$ cat src/rtl/pipe_stall_ctrl.sv
// Central pipeline controller: merges stage stall requests, turns committed
// exceptions into flush + redirect, and tracks stall duration for debug/CP0.
module pipe_stall_ctrl #(
    parameter int          WDOG_LIMIT = 1024,
    parameter int          CNT_W      = 32,
    parameter logic [31:0] INT_VECTOR = 32'h00000020,
    parameter logic [31:0] EXC_VECTOR = 32'h00000040
) (
    input  logic             clk,
    input  logic             rst,
    input  logic             stallreq_if_i,
    input  logic             stallreq_id_i,
    input  logic             stallreq_ex_i,
    input  logic             stallreq_mem_i,
    input  logic [31:0]      excepttype_i,
    input  logic [31:0]      cp0_epc_i,
    input  logic             cnt_clr_i,
    output logic [5:0]       stall_o,
    output logic             flush_o,
    output logic [31:0]      new_pc_o,
    output logic [1:0]       state_o,
    output logic [CNT_W-1:0] stall_cycles_o,
    output logic [CNT_W-1:0] flush_count_o,
    output logic             stall_timeout_o
);

    localparam int RL_W = $clog2(WDOG_LIMIT + 1);
    localparam logic [RL_W-1:0] RL_MAX = RL_W'(WDOG_LIMIT);

    typedef enum logic [1:0] {
        ST_RUN   = 2'd0,
        ST_STALL = 2'd1,
        ST_FLUSH = 2'd2
    } state_t;

    state_t           state_q, state_d;
    logic [RL_W-1:0]  run_len_q, run_len_d;
    logic [CNT_W-1:0] stall_cycles_q, stall_cycles_d;
    logic [CNT_W-1:0] flush_count_q, flush_count_d;
    logic             stall_timeout_q, stall_timeout_d;

    logic exc_present;
    logic stalling;

    // Pipeline control is combinational so every register acts on the same edge.
    always_comb begin
        exc_present = |excepttype_i;
        stall_o     = 6'b000000;
        flush_o     = 1'b0;
        new_pc_o    = 32'h0;
        if (exc_present) begin
            flush_o = 1'b1;
            case (excepttype_i)
                32'h1:                               new_pc_o = INT_VECTOR;
                32'h8, 32'h9, 32'ha, 32'hc, 32'hd:   new_pc_o = EXC_VECTOR;
                32'he:                               new_pc_o = cp0_epc_i;
                default:                             new_pc_o = EXC_VECTOR;
            endcase
        end else if (stallreq_mem_i) begin
            stall_o = 6'b011111;
        end else if (stallreq_ex_i) begin
            stall_o = 6'b001111;
        end else if (stallreq_id_i) begin
            stall_o = 6'b000111;
        end else if (stallreq_if_i) begin
            stall_o = 6'b000011;
        end
        stalling = |stall_o;
    end

    always_comb begin
        state_d = ST_RUN;
        if (exc_present) begin
            state_d = ST_FLUSH;
        end else if (stalling) begin
            state_d = ST_STALL;
        end

        run_len_d = run_len_q;
        if (!stalling) begin
            run_len_d = '0;
        end else if (run_len_q != RL_MAX) begin
            run_len_d = run_len_q + RL_W'(1);
        end

        // A clear wins over any increment or watchdog trip on the same edge.
        stall_timeout_d = stall_timeout_q;
        stall_cycles_d  = stall_cycles_q;
        flush_count_d   = flush_count_q;
        if (cnt_clr_i) begin
            stall_timeout_d = 1'b0;
            stall_cycles_d  = '0;
            flush_count_d   = '0;
        end else begin
            if (stalling && run_len_d == RL_MAX) begin
                stall_timeout_d = 1'b1;
            end
            if (stalling && stall_cycles_q != {CNT_W{1'b1}}) begin
                stall_cycles_d = stall_cycles_q + CNT_W'(1);
            end
            if (flush_o && flush_count_q != {CNT_W{1'b1}}) begin
                flush_count_d = flush_count_q + CNT_W'(1);
            end
        end
    end

    always_ff @(posedge clk) begin
        if (rst) begin
            state_q         <= ST_RUN;
            run_len_q       <= '0;
            stall_cycles_q  <= '0;
            flush_count_q   <= '0;
            stall_timeout_q <= 1'b0;
        end else begin
            state_q         <= state_d;
            run_len_q       <= run_len_d;
            stall_cycles_q  <= stall_cycles_d;
            flush_count_q   <= flush_count_d;
            stall_timeout_q <= stall_timeout_d;
        end
    end

    assign state_o         = state_q;
    assign stall_cycles_o  = stall_cycles_q;
    assign flush_count_o   = flush_count_q;
    assign stall_timeout_o = stall_timeout_q;

endmodule

$ cat config.mk
export PLATFORM = sky130hd
export DESIGN_NAME = pipe_stall_ctrl
export DESIGN_NICKNAME = d
export VERILOG_FILES = /design/src/rtl/pipe_stall_ctrl.sv
export SDC_FILE = /design/constraint.sdc
export NUM_CORES = 1
export LEC_CHECK = 0
export ABC_AREA = 1
export CORE_MARGIN = 4
export CORE_UTILIZATION = 45
export DETAILED_ROUTE_END_ITERATION = 8
export PLACE_DENSITY = 0.86
export SYNTH_ARGS = -nofsm -noshare
export SYNTH_HDL_FRONTEND = slang
export SYNTH_SLANG_ARGS = --single-unit
export TNS_END_PERCENT = 20
$ cat constraint.sdc
create_clock -name clk -period 5.45 [get_ports clk]
set_clock_uncertainty 0.2 [all_clocks]
set_input_delay 1.09 -clock clk [delete_from_list [all_inputs] [get_ports clk]]
set_output_delay 1.09 -clock clk [all_outputs]
set_load 0.1 [all_outputs]
* After elaboration in Yosys (flattened, before gate mapping) *
Cells that the tools add are included.

word-level totals
  flip-flop bits (word level) = 78
  output and inout port bits = 106
  logic and storage cells = 34

operators by class
  add/subtract/negate cells = 3
  eq/ne operators = 6
  multiplexer cells = 12
  reduce and logical (&&, ||, !) cells = 7

operators with widths
  cell                     number
  $add A32 B1 Y32 const B  2
  $ne A32 B32 Y1 const B   2
  $pmux W32 S2             1
  $reduce_or A33 Y1        1
  $eq A32 B1 Y1 const B    1
  $eq A32 B4 Y1 const B    1
  $mux W32                 1
  $reduce_or A32 Y1        1
  $mux W11                 2
  $add A11 B1 Y11 const B  1
  $eq A11 B11 Y1 const B   1
  $ne A11 B11 Y1 const B   1
  $mux W5                  2
  $reduce_or A6 Y1         1
  $mux W2                  2
  $mux W4                  1
  $logic_and A1 B1 Y1      3
  $mux W3                  1
  $mux W1                  2
  $reduce_or A2 Y1         1

* Depth between registers and ports, before layout *
  depth in word-level cells = 9
  depth in mapped cells = 13

* Worst setup path after synthesis *
OpenSTA, ideal clock, no wires.

  path kind = in2out
  start point = input excepttype_i[4]
  end point = output new_pc_o[25]
  data arrival time = 3.988 ns
  setup slack = 0.172 ns
  cell stages on the path = 9
  buffers on the path = 1
  path through = nor2_1 > nand2_1 > nor2_1 > nand2_2 > nor2_8 > inv_2 > buf_1 > nand2_1 > nor2_1

between the ends
  cells in the longest elaborated chain, start to end = 3

ends and longest elaborated chain
  item                                            line  RTL
  start, declared                                 15    input logic [31:0] excepttype_i,
  $eq A32 B4 Y1 or $eq A32 B1 Y1 (tied branches)  53    case (excepttype_i)
  $pmux W32 S2                                    53
  $mux W32 (*)                                    51    if (exc_present) begin
  end, declared                                   20    output logic [31:0] new_pc_o,

Every way passes the cells marked *; elsewhere a longest branch is shown, timed or not.

* Worst setup path in the final report *
  start point = input excepttype_i[8]
  end point = output new_pc_o[7]

The elaborated chain is that of the path after synthesis.

==> key figures <==
Run status
  – Status: complete, no violations

Detailed routing
  – Post-route antenna net violation count: 0
  – Vias post-DR: 5842
  – Vias per cell: 5.18
  – DR WL/cell: 15.0 µm
  – M1 WL: 6.82 mm
  – Max Used Layer: met4
  – Post-Route WL: ~17 mm
  – WL met3: approximately 1.4 mm
  – Met2 Wirelength: 8.25 mm
  – DRT iter0 DRCs: 401
  – Drt pass-1 iters: 9
  – Residual DRC: 0

Yosys
  – Fraction of the mapped netlist area in simple logic gates: 42.3%
  – Ys Warns: 0
  – Count leader, synth: nand2_1
  – Post-synthesis mux area share: 0%
  – Post-synth ARST share: 0%
  – Post-Synth Adder-Cell Area: 0.978%
  – Post-synth EDFFs: 0
  – Seq/Total Area, Yosys: 30.5%
  – Largest area contributor in the netlist: dfxtp_1
  – Top post-synthesis cells by area: dfxtp_1 (31%), nand2_1 (19%), nor2_1 (10%), xor2_1 (6.2%), a21oi_1 (4.8%)
  – Syn Area/Cell: roughly 6.2 µm²
  – Synth Flop Type: dfxtp_1
  – Net count after synthesis: 897
  – Synth cell types: 37
  – Synth Area in XOR/XNOR: 9.08%
  – Post-synthesis compound-gate area fraction: 8.49%
  – Largest family of logic cells by synthesized area: simple AND/OR/NAND/NOR gates
  – Commonest cells in the netlist: nand2_1 (261), nor2_1 (138), dfxtp_1 (78)
  – Mapped Area: 5110 µm²
  – Synth Instances: 822
  – Top cell type's share of synthesized area: 30.5%
  – Seq cells post-synth: 78

Final layout
  – Area grow syn2layout: 39.4%
  – Layout cells sized above 1: 9.52%
  – Final non-filler cell total: about 1100
  – Final net count: 1058
  – Design Area, Final: 7130 µm²
  – Fill count: 1011

Worst setup path
  – CP Class: input pin to output pin
  – CP Max Fanout: 31
  – Worst setup EP type: output pin
  – Worst EP required: 4160 ps
  – Startpoint Class: input pin
  – CP Data Arrival Time: 3260 ps
  – Max incr delay on CP: 410 ps
  – Cell breakdown of the critical path: clkdlybuf4s50_1 -> nor2_1 -> nand2_1 -> nor2_1 -> inv_1 -> nor3_1 -> inv_1 -> nor2_1 -> buf_4
  – Crit-path slowest cell: inv_1
  – Most frequent CP cell: nor2_1

Floorplanning
  – Die Y: 115 µm
  – Die Width: between 100 and 150 µm
  – I/O pin count: 177
  – Initial core utilization: between 40 and 50%
  – CORE AREA: 11000 µm²
  – Std cell rows: 38
  – Full die area: ~13000 µm²

Placed design
  – Inst Count DP: 1112
  – Placer Congestion: around 0.95
  – Placed Area: 6790 µm²
  – IO Port Bufs: 175
  – HPWL Detailed: 13.1 mm
  – Pre-CTS setup slack: 890 ps

Clock tree
  – H-tree levels: 3
  – Post-CTS Setup Inserts: 0
  – TritonCTS Buffers: 9
  – Post-CTS Resized: 0
  – Hold-fix buffers, CTS: 0
  – Longest Clk Path Bufs: 2
  – CTS tree: done
  – CTS clk-pin slew, worst paths: 60 ps
  – Worst skew pair latency: 330 ps
  – Root Driver: clkbuf_16
  – CTS sink cnt: 78

STA
  – Max Clk Rate: 0.220 GHz
  – Slew margin rel.: ~31%
  – Setup Total Neg Slack: 0 ps
  – Worst-Margin Slew: slightly above 1000 ps
  – RSZ-0062 raised after global routing: false
  – Final min period: 4550 ps
  – Setup WS post-layout: between 800 and 900 ps
  – Final setup vio count: 0
  – Final period utilization: 83.5%
  – Max-slew violations: 0
  – Final hold viol count: 0

Power
  – LEAKAGE: 2.69 nW
  – Cell Int Power: roughly 1.1 mW
  – Worst ir drop on vdd: 0.000113 V
  – Power Density: 189 nW/µm²
  – Sw Share: 20.6%
  – Combinational share of power: 6.7%
  – NetSw: 0.277 mW
  – Clock share of power: 50.8%
  – Power share of the sequential group: ~43%

Run
  – Max cap viols: 0

GRT
  – Gr usage total: 24.8%
  – Grt total ovfl: 0
  – Antenna violations before repair: 1
  – Global-route wire length before repair: approximately 26 mm
  – Largest net degree at the start of global routing: 54
  – Vias in the first global route: ~5300

Hold path
  – Hold crit path type: register to register
## registers in the layout (all words and copies together), names as in the netlist
| name | count |
|---|---|
| run_len_q | 11 |
| flush_count_o | 32 |
| state_o | 2 |
| stall_cycles_o | 32 |
| stall_timeout_o | 1 |
## cells in the final DEF (no fill, tap or decap), types with 4 or more instances in the layout
master,count
nand3_1,27
clkdlybuf4s50_1,137
a21oi_2,10
nand2_1,261
nor3_1,43
o21ai_0,12
a21oi_1,49
buf_4,39
dfxtp_1,78
nand2_2,12
inv_2,7
xor2_1,36
nor2_1,138
ha_1,4
xnor2_1,17
inv_1,65
clkbuf_16,9
nand4_1,12
## final timing paths
| kind | startpoint | to | slack [ps] | cells after the start |
|---|---|---|---|---|
| setup / recovery | excepttype_i[8] | new_pc_o[7] | 900 | 9 |
| hold / removal | stall_timeout_o$_SDFFE_PP0P_ | stall_timeout_o$_SDFFE_PP0P_ | 260 | 2 |
| setup reg to reg | flush_count_o[0]$_SDFFE_PP0P_ | flush_count_o[6]$_SDFFE_PP0P_ | 2790 | 11 |
| hold reg to reg | stall_timeout_o$_SDFFE_PP0P_ | stall_timeout_o$_SDFFE_PP0P_ | 260 | 2 |
## power groups by stage
stage          clock network, mW  logic [mW]  registers, mW
2_1_floorplan                  0      0.0232          0.593
3_3_place_gp                   0      0.0885          0.585
3_5_place_dp                   0      0.0895          0.585
4_1_cts                    0.690      0.0900          0.572
5_1_grt                    0.716      0.0953          0.572
6_report                   0.683      0.0895          0.572
## stage by stage
stage | utilization, % | power [mW] | hold WS, ps
2_1_floorplan | - | 0.616 | 285
3_3_place_gp | 61.8 | 0.674 | 240
3_5_place_dp | 61.8 | 0.675 | 249
4_1_cts | 64.9 | 1.35 | 257
5_1_grt | 64.9 | 1.38 | 288
6_report | 64.9 | 1.34 | 257
## critical path, delay by kind of cell
kind / cells / cell delay, ps
buffers and inverters: 4 / 1230
and+or+nand+nor: 5 / 920
## per-layer routing
metal | global-route usage, % | up-vias
met5 | 0 | -
met3 | 4.60 | 37
li1 | - | 2913
met2 | 43.7 | 270
met4 | 8.95 | 0
met1 | 29.8 | 2622
## final cells by class
type                       instances  area (µm²)  share of cell area (%)
antenna                            1        2.50                  0.0351
timing repair buffer             176        1660                    23.3
inverter                          72         270                    3.79
sequential                        78        1560                    21.9
multi-input combinational        646        3120                    43.7
tap                              140         175                    2.46
clock buffer                       9         225                    3.16
clock inverter                     6         111                    1.56
## logic make-up (layout without fill, tap and decap cells)
group / Yosys count / count (layout)
other cells: 1 / 2
simple gates: 513 / 513
xor+xnor: 53 / 53
flops: 78 / 78
fa+ha+maj: 4 / 4
buf+inv: 98 / 263
compound gates: 75 / 75
Note: power is estimated with default switching activity, not from simulation.
